===== src/rtl/uart_tx.sv =====
// 8-bit UART transmitter: start bit, data LSB first, optional even parity, STOP_BITS stop bits.
// Define UART_TX_PARITY_EN to insert an even-parity bit after data bit 7.
module uart_tx #(
    parameter int CLKS_PER_BIT = 434,
    parameter int STOP_BITS    = 1
) (
    input  logic       ipClk,
    input  logic       ipnReset,
    input  logic [7:0] ipTxData,
    input  logic       ipTxSend,
    output logic       opTxBusy,
    output logic       opTx
);

    localparam int CNT_W = (CLKS_PER_BIT > 1) ? $clog2(CLKS_PER_BIT) : 1;
    localparam logic [CNT_W-1:0] CNT_RELOAD = CNT_W'(CLKS_PER_BIT - 1);
    localparam logic [CNT_W-1:0] CNT_ZERO   = CNT_W'(0);
    localparam logic [CNT_W-1:0] CNT_ONE    = CNT_W'(1);
    localparam logic             LAST_STOP  = 1'(STOP_BITS - 1);

`ifdef UART_TX_PARITY_EN
    typedef enum logic [2:0] {
        IDLE   = 3'd0,
        START  = 3'd1,
        DATA   = 3'd2,
        PARITY = 3'd3,
        STOP   = 3'd4
    } tx_state_t;

    function automatic logic even_parity(input logic [7:0] d);
        return ^d;
    endfunction

    logic       parity_r;
`else
    typedef enum logic [2:0] {
        IDLE  = 3'd0,
        START = 3'd1,
        DATA  = 3'd2,
        STOP  = 3'd4
    } tx_state_t;
`endif

    tx_state_t      state_r;
    logic [CNT_W-1:0] bit_cnt_r;
    logic [2:0]     bit_idx_r;
    logic [7:0]     shift_r;
    logic           stop_idx_r;
    logic           tx_r;
    logic           busy_r;
    logic           bit_tick_s;

    assign bit_tick_s = (bit_cnt_r == CNT_ZERO);
    assign opTx       = tx_r;
    assign opTxBusy   = busy_r;

    // Transmit FSM: bit timing, shifting and registered line/busy outputs.
    always_ff @(posedge ipClk or negedge ipnReset) begin
        if (!ipnReset) begin
            state_r    <= IDLE;
            bit_cnt_r  <= CNT_ZERO;
            bit_idx_r  <= 3'd0;
            shift_r    <= 8'd0;
            stop_idx_r <= 1'b0;
            tx_r       <= 1'b1;
            busy_r     <= 1'b0;
`ifdef UART_TX_PARITY_EN
            parity_r   <= 1'b0;
`endif
        end else begin
            // Every non-idle state shares the same bit-period counter.
            if (state_r != IDLE) begin
                if (bit_tick_s) begin
                    bit_cnt_r <= CNT_RELOAD;
                end else begin
                    bit_cnt_r <= bit_cnt_r - CNT_ONE;
                end
            end else begin
                bit_cnt_r <= CNT_RELOAD;
            end

            case (state_r)
                IDLE: begin
                    tx_r <= 1'b1;
                    if (ipTxSend) begin
                        state_r    <= START;
                        busy_r     <= 1'b1;
                        tx_r       <= 1'b0;
                        shift_r    <= ipTxData;
                        bit_idx_r  <= 3'd0;
                        stop_idx_r <= 1'b0;
`ifdef UART_TX_PARITY_EN
                        parity_r   <= even_parity(ipTxData);
`endif
                    end else begin
                        busy_r <= 1'b0;
                    end
                end
                START: begin
                    if (bit_tick_s) begin
                        tx_r    <= shift_r[0];
                        shift_r <= {1'b0, shift_r[7:1]};
                        state_r <= DATA;
                    end else begin
                        tx_r <= 1'b0;
                    end
                end
                DATA: begin
                    if (bit_tick_s) begin
                        if (bit_idx_r == 3'd7) begin
                            bit_idx_r <= 3'd0;
`ifdef UART_TX_PARITY_EN
                            tx_r      <= parity_r;
                            state_r   <= PARITY;
`else
                            tx_r      <= 1'b1;
                            state_r   <= STOP;
`endif
                        end else begin
                            tx_r      <= shift_r[0];
                            shift_r   <= {1'b0, shift_r[7:1]};
                            bit_idx_r <= bit_idx_r + 3'd1;
                        end
                    end else begin
                        tx_r <= tx_r;
                    end
                end
`ifdef UART_TX_PARITY_EN
                PARITY: begin
                    if (bit_tick_s) begin
                        tx_r    <= 1'b1;
                        state_r <= STOP;
                    end else begin
                        tx_r <= parity_r;
                    end
                end
`endif
                STOP: begin
                    tx_r <= 1'b1;
                    if (bit_tick_s) begin
                        if (stop_idx_r == LAST_STOP) begin
                            state_r    <= IDLE;
                            busy_r     <= 1'b0;
                            stop_idx_r <= 1'b0;
                        end else begin
                            stop_idx_r <= stop_idx_r + 1'b1;
                        end
                    end else begin
                        stop_idx_r <= stop_idx_r;
                    end
                end
                default: begin
                    state_r <= IDLE;
                    tx_r    <= 1'b1;
                    busy_r  <= 1'b0;
                end
            endcase
        end
    end

endmodule

===== config.mk =====
export PLATFORM = sky130hd
export DESIGN_NAME = uart_tx
export DESIGN_NICKNAME = d
export VERILOG_FILES = /design/src/rtl/uart_tx.sv
export SDC_FILE = /design/constraint.sdc
export NUM_CORES = 1
export LEC_CHECK = 0
export CAP_MARGIN = 25
export CORE_ASPECT_RATIO = 1.1
export CORE_MARGIN = 2
export CORE_UTILIZATION = 35
export CTS_CLUSTER_DIAMETER = 150
export CTS_CLUSTER_SIZE = 8
export DETAILED_ROUTE_END_ITERATION = 7
export PLACE_DENSITY = 0.53
export SYNTH_ARGS = -nofsm -noshare
export SYNTH_HDL_FRONTEND = slang
export SYNTH_SLANG_ARGS = --single-unit

===== constraint.sdc =====
create_clock -name ipClk -period 2.5 [get_ports ipClk]
set_input_delay 0.5 -clock ipClk [delete_from_list [all_inputs] [get_ports ipClk]]
set_output_delay 0.5 -clock ipClk [all_outputs]
set_load 0.1 [all_outputs]

==> qor.yml, run 1 <==
routing:
  wl_per_cell_um: 14.1
  viasPerCell: 5.10
  vias: 974
  drt_iter0_drc: 38
  first_pass_iters: 3
  drcViolationCount: 0
  antenna_left: 0
  drt-total-wl_um: 2700
clock_tree:
  clock-sinks: 25
  cts_max_level: 1
  cts.root.buffer_cell: "clkbuf_8"
  insertion_delay_ps: 270
  cts_tree: "yes"
  cts_resized: 0
  cts_buffers: 3
  path_clk_slew_ps: 80
  ctsHoldBuffers: 0
  cts_setup_buffers: 0
  cts_buffer_depth: 2
worst_setup_path:
  path_cells: "inv_1 -> ha_1 -> nor3b_2 -> nand3_2 -> a221oi_4 -> mux2_2"
  end_kind: "flip-flop"
  reg2reg_from: "bit_cnt_r[0]$_DFF_PN0_"
  worstSetupPathType: "reg2reg"
  critPathRequiredTime_ps: 2650
  crit_fanout: 8
  worstPathArrival_ps: 2360
  start_kind: "flip-flop"
  max_stage_delay_ps: 530
  r2r-end: "shift_r[6]$_DFFE_PN0P_"
  slowest_stage: "a221oi_4"
  worstRegToRegCells: 6
  r2r_setup_slack_ps: 300
place:
  place_ws_ps: 294
  gp_congestion: 0.825
  portBuffers: 12
  hpwl_um: 1980
synth:
  synthFlopType: "dfrtp_1"
  async_reset_ff_frac: 1.00
  syn_area_per_cell_um2: 10.6
  synthesis.nets: 141
  netlist_instances: 127
  yosysMostFrequentCell: "dfrtp_1"
  yosysTopAreaCellShare: 0.444
  synth-edff-count: 0
  ys_seq_area_frac: 0.464
  synth_top_area_cell: "dfrtp_1"
  synth.distinct_cells: 39
  yosysWarnings: 0
  syn-cell-area_um2: 1350
  yosys-top-cells-count: "dfrtp_1 (24), mux2_2 (14), nor2_1 (12), a21oi_1 (7), inv_1 (7)"
  ys_top_cells_by_area: "dfrtp_1 (44%), mux2_2 (12%), nor2_1 (3.3%)"
  synth_seq_cells: 25
grt:
  grt_pass1_wl_um: 4850
  grt_max_degree: 17
  grt_pass1_vias: 1091
  antenna_found_initial: 0
  track_usage: 0.137
  grt.overflow.total: 0
floorplan:
  io_pins: 13
  start_util: 0.367
  dieArea_um2: 4370
  die_x_um: 63.2
  core_area_um2: 3680
  num_rows: 23
  die_height_um: 69.2
timing:
  clock.fmax_mhz: 454
  finalSetupTns_ps: 0
  setup-violations-final: 0
  post-route-period-util: 0.880
  layout_setup_ws_ps: 299
  slew_violations: 0
  slew_headroom: 0.648
  hold_ws_ps: 494
  fin_skew_ps: 6.85
  rsz0062_at_grt: "no"
  worst_pin_slew_ps: 527
  period_minus_slack_ps: 2200
  finalHoldViolations: 0
layout:
  drive_gt1_frac: 0.206
  area_growth_pct: 16.8
  nNetsFinal: 156
  n_fill_cell: 400
  multi_input_area_um2: 679
  n_antenna_cell: 0
  regArea_um2: 627
flow_run:
  max-cap-violations: 0
worst_hold_path:
  holdPathStages: 1
  hold_class: "reg2reg"
  min_from: "bit_cnt_r[0]$_DFF_PN0_"
  holdPathEnd: "bit_cnt_r[0]$_DFF_PN0_"
power:
  vdd_drop_max_mv: 0.192
  fin_total_pwr_mw: 1.09
  powerDensity_nw_per_um2: 693
  p_leak_nw: 0.653
outcome:
  outcome: "completed"
report_power, final:
part / internal (mW) / switching [mW]
Clock: 0.114 / 0.129
Combinational: 0.138 / 0.124
Sequential: 0.494 / 0.0948
worst max-delay path: cells and delay by family, from the launching register on:
family / cells / cell delay [ps]
fa+ha+maj: 1 / 190
simple gates: 2 / 510
compound gates: 1 / 530
buf+inv: 1 / 60
flops: 1 / 400
mux: 1 / 390
cell usage in the layout (no fill, tap or decap), types with 4 or more instances in the layout:
| master | n |
|---|---|
| dfrtp_1 | 24 |
| mux2_2 | 14 |
| nor2_1 | 12 |
| clkdlybuf4s50_1 | 10 |
| a21oi_1 | 7 |
| inv_1 | 7 |
| o21ai_0 | 6 |
| buf_4 | 5 |
| mux2i_1 | 4 |
| nand3_1 | 4 |
| nand2_1 | 4 |
layout make-up:
cell class | count | share of cell area
clock buffer | 4 | 0.0285
multi-input combinational | 90 | 0.431
sequential | 25 | 0.397
inverter | 7 | 0.0167
timing repair buffer | 15 | 0.0872
tap | 50 | 0.0397
flip-flops by register name, indices dropped and copies added (netlist names):
| name | flops |
|---|---|
| bit_idx_r | 3 |
| state_r | 3 |
| bit_cnt_r | 9 |
| opTx | 1 |
| opTxBusy | 1 |
| shift_r | 8 |
cells by family (layout without fill, tap and decap cells):
logic type	Yosys count	count (layout)	share of synthesized area
muxes	18	18	0.146
DFF	25	25	0.464
AOI/OAI and AO/OA	23	23	0.122
adders and majority gates	3	3	0.0278
buffers and inverters	12	26	0.0333
xor gates and xnor gates	4	4	0.0259
and+or+nand+nor	42	42	0.181
stage by stage:
step	instance area (um2)	cells	utilization
2_1_floorplan	1350	127	-
3_3_place_gp	1530	187	0.416
3_5_place_dp	1530	187	0.416
4_1_cts	1580	191	0.428
5_1_grt	1580	191	0.428
6_report	1580	191	0.428
worst max path at each step:
| stage | start | end | slack, ps | cells past startpoint |
|---|---|---|---|---|
| 3_3_place_gp | ipTxSend | shift_r[4]$_DFFE_PN0P_ | 330 | 4 |
| 4_1_cts | bit_cnt_r[0]$_DFF_PN0_ | shift_r[6]$_DFFE_PN0P_ | 290 | 6 |
| 2_1_floorplan | bit_cnt_r[0]$_DFF_PN0_ | shift_r[1]$_DFFE_PN0P_ | 550 | 6 |
| 5_1_grt | bit_cnt_r[0]$_DFF_PN0_ | shift_r[6]$_DFFE_PN0P_ | 160 | 6 |
| 6_report | bit_cnt_r[0]$_DFF_PN0_ | shift_r[6]$_DFFE_PN0P_ | 300 | 6 |
| 3_5_place_dp | ipTxSend | shift_r[6]$_DFFE_PN0P_ | 290 | 4 |
per-layer routing:
metal  GRT usage  part of all wire
met5           0                 0
met4      0.0362            0.0059
met3      0.0244             0.021
met2       0.238              0.52
met1       0.175              0.46
Power figures use the tool's default switching activity.
==> inputs of run 2 (changes only) <==
--- a/config.mk
+++ b/config.mk
@@ -9,7 +9,6 @@
 export CORE_ASPECT_RATIO = 1.1
 export CORE_MARGIN = 2
 export CORE_UTILIZATION = 35
-export CTS_CLUSTER_DIAMETER = 150
 export CTS_CLUSTER_SIZE = 8
 export DETAILED_ROUTE_END_ITERATION = 7
 export PLACE_DENSITY = 0.53
==> results of run 2 <==
The final DEF is identical to that of run 1; final timing and power are the same.
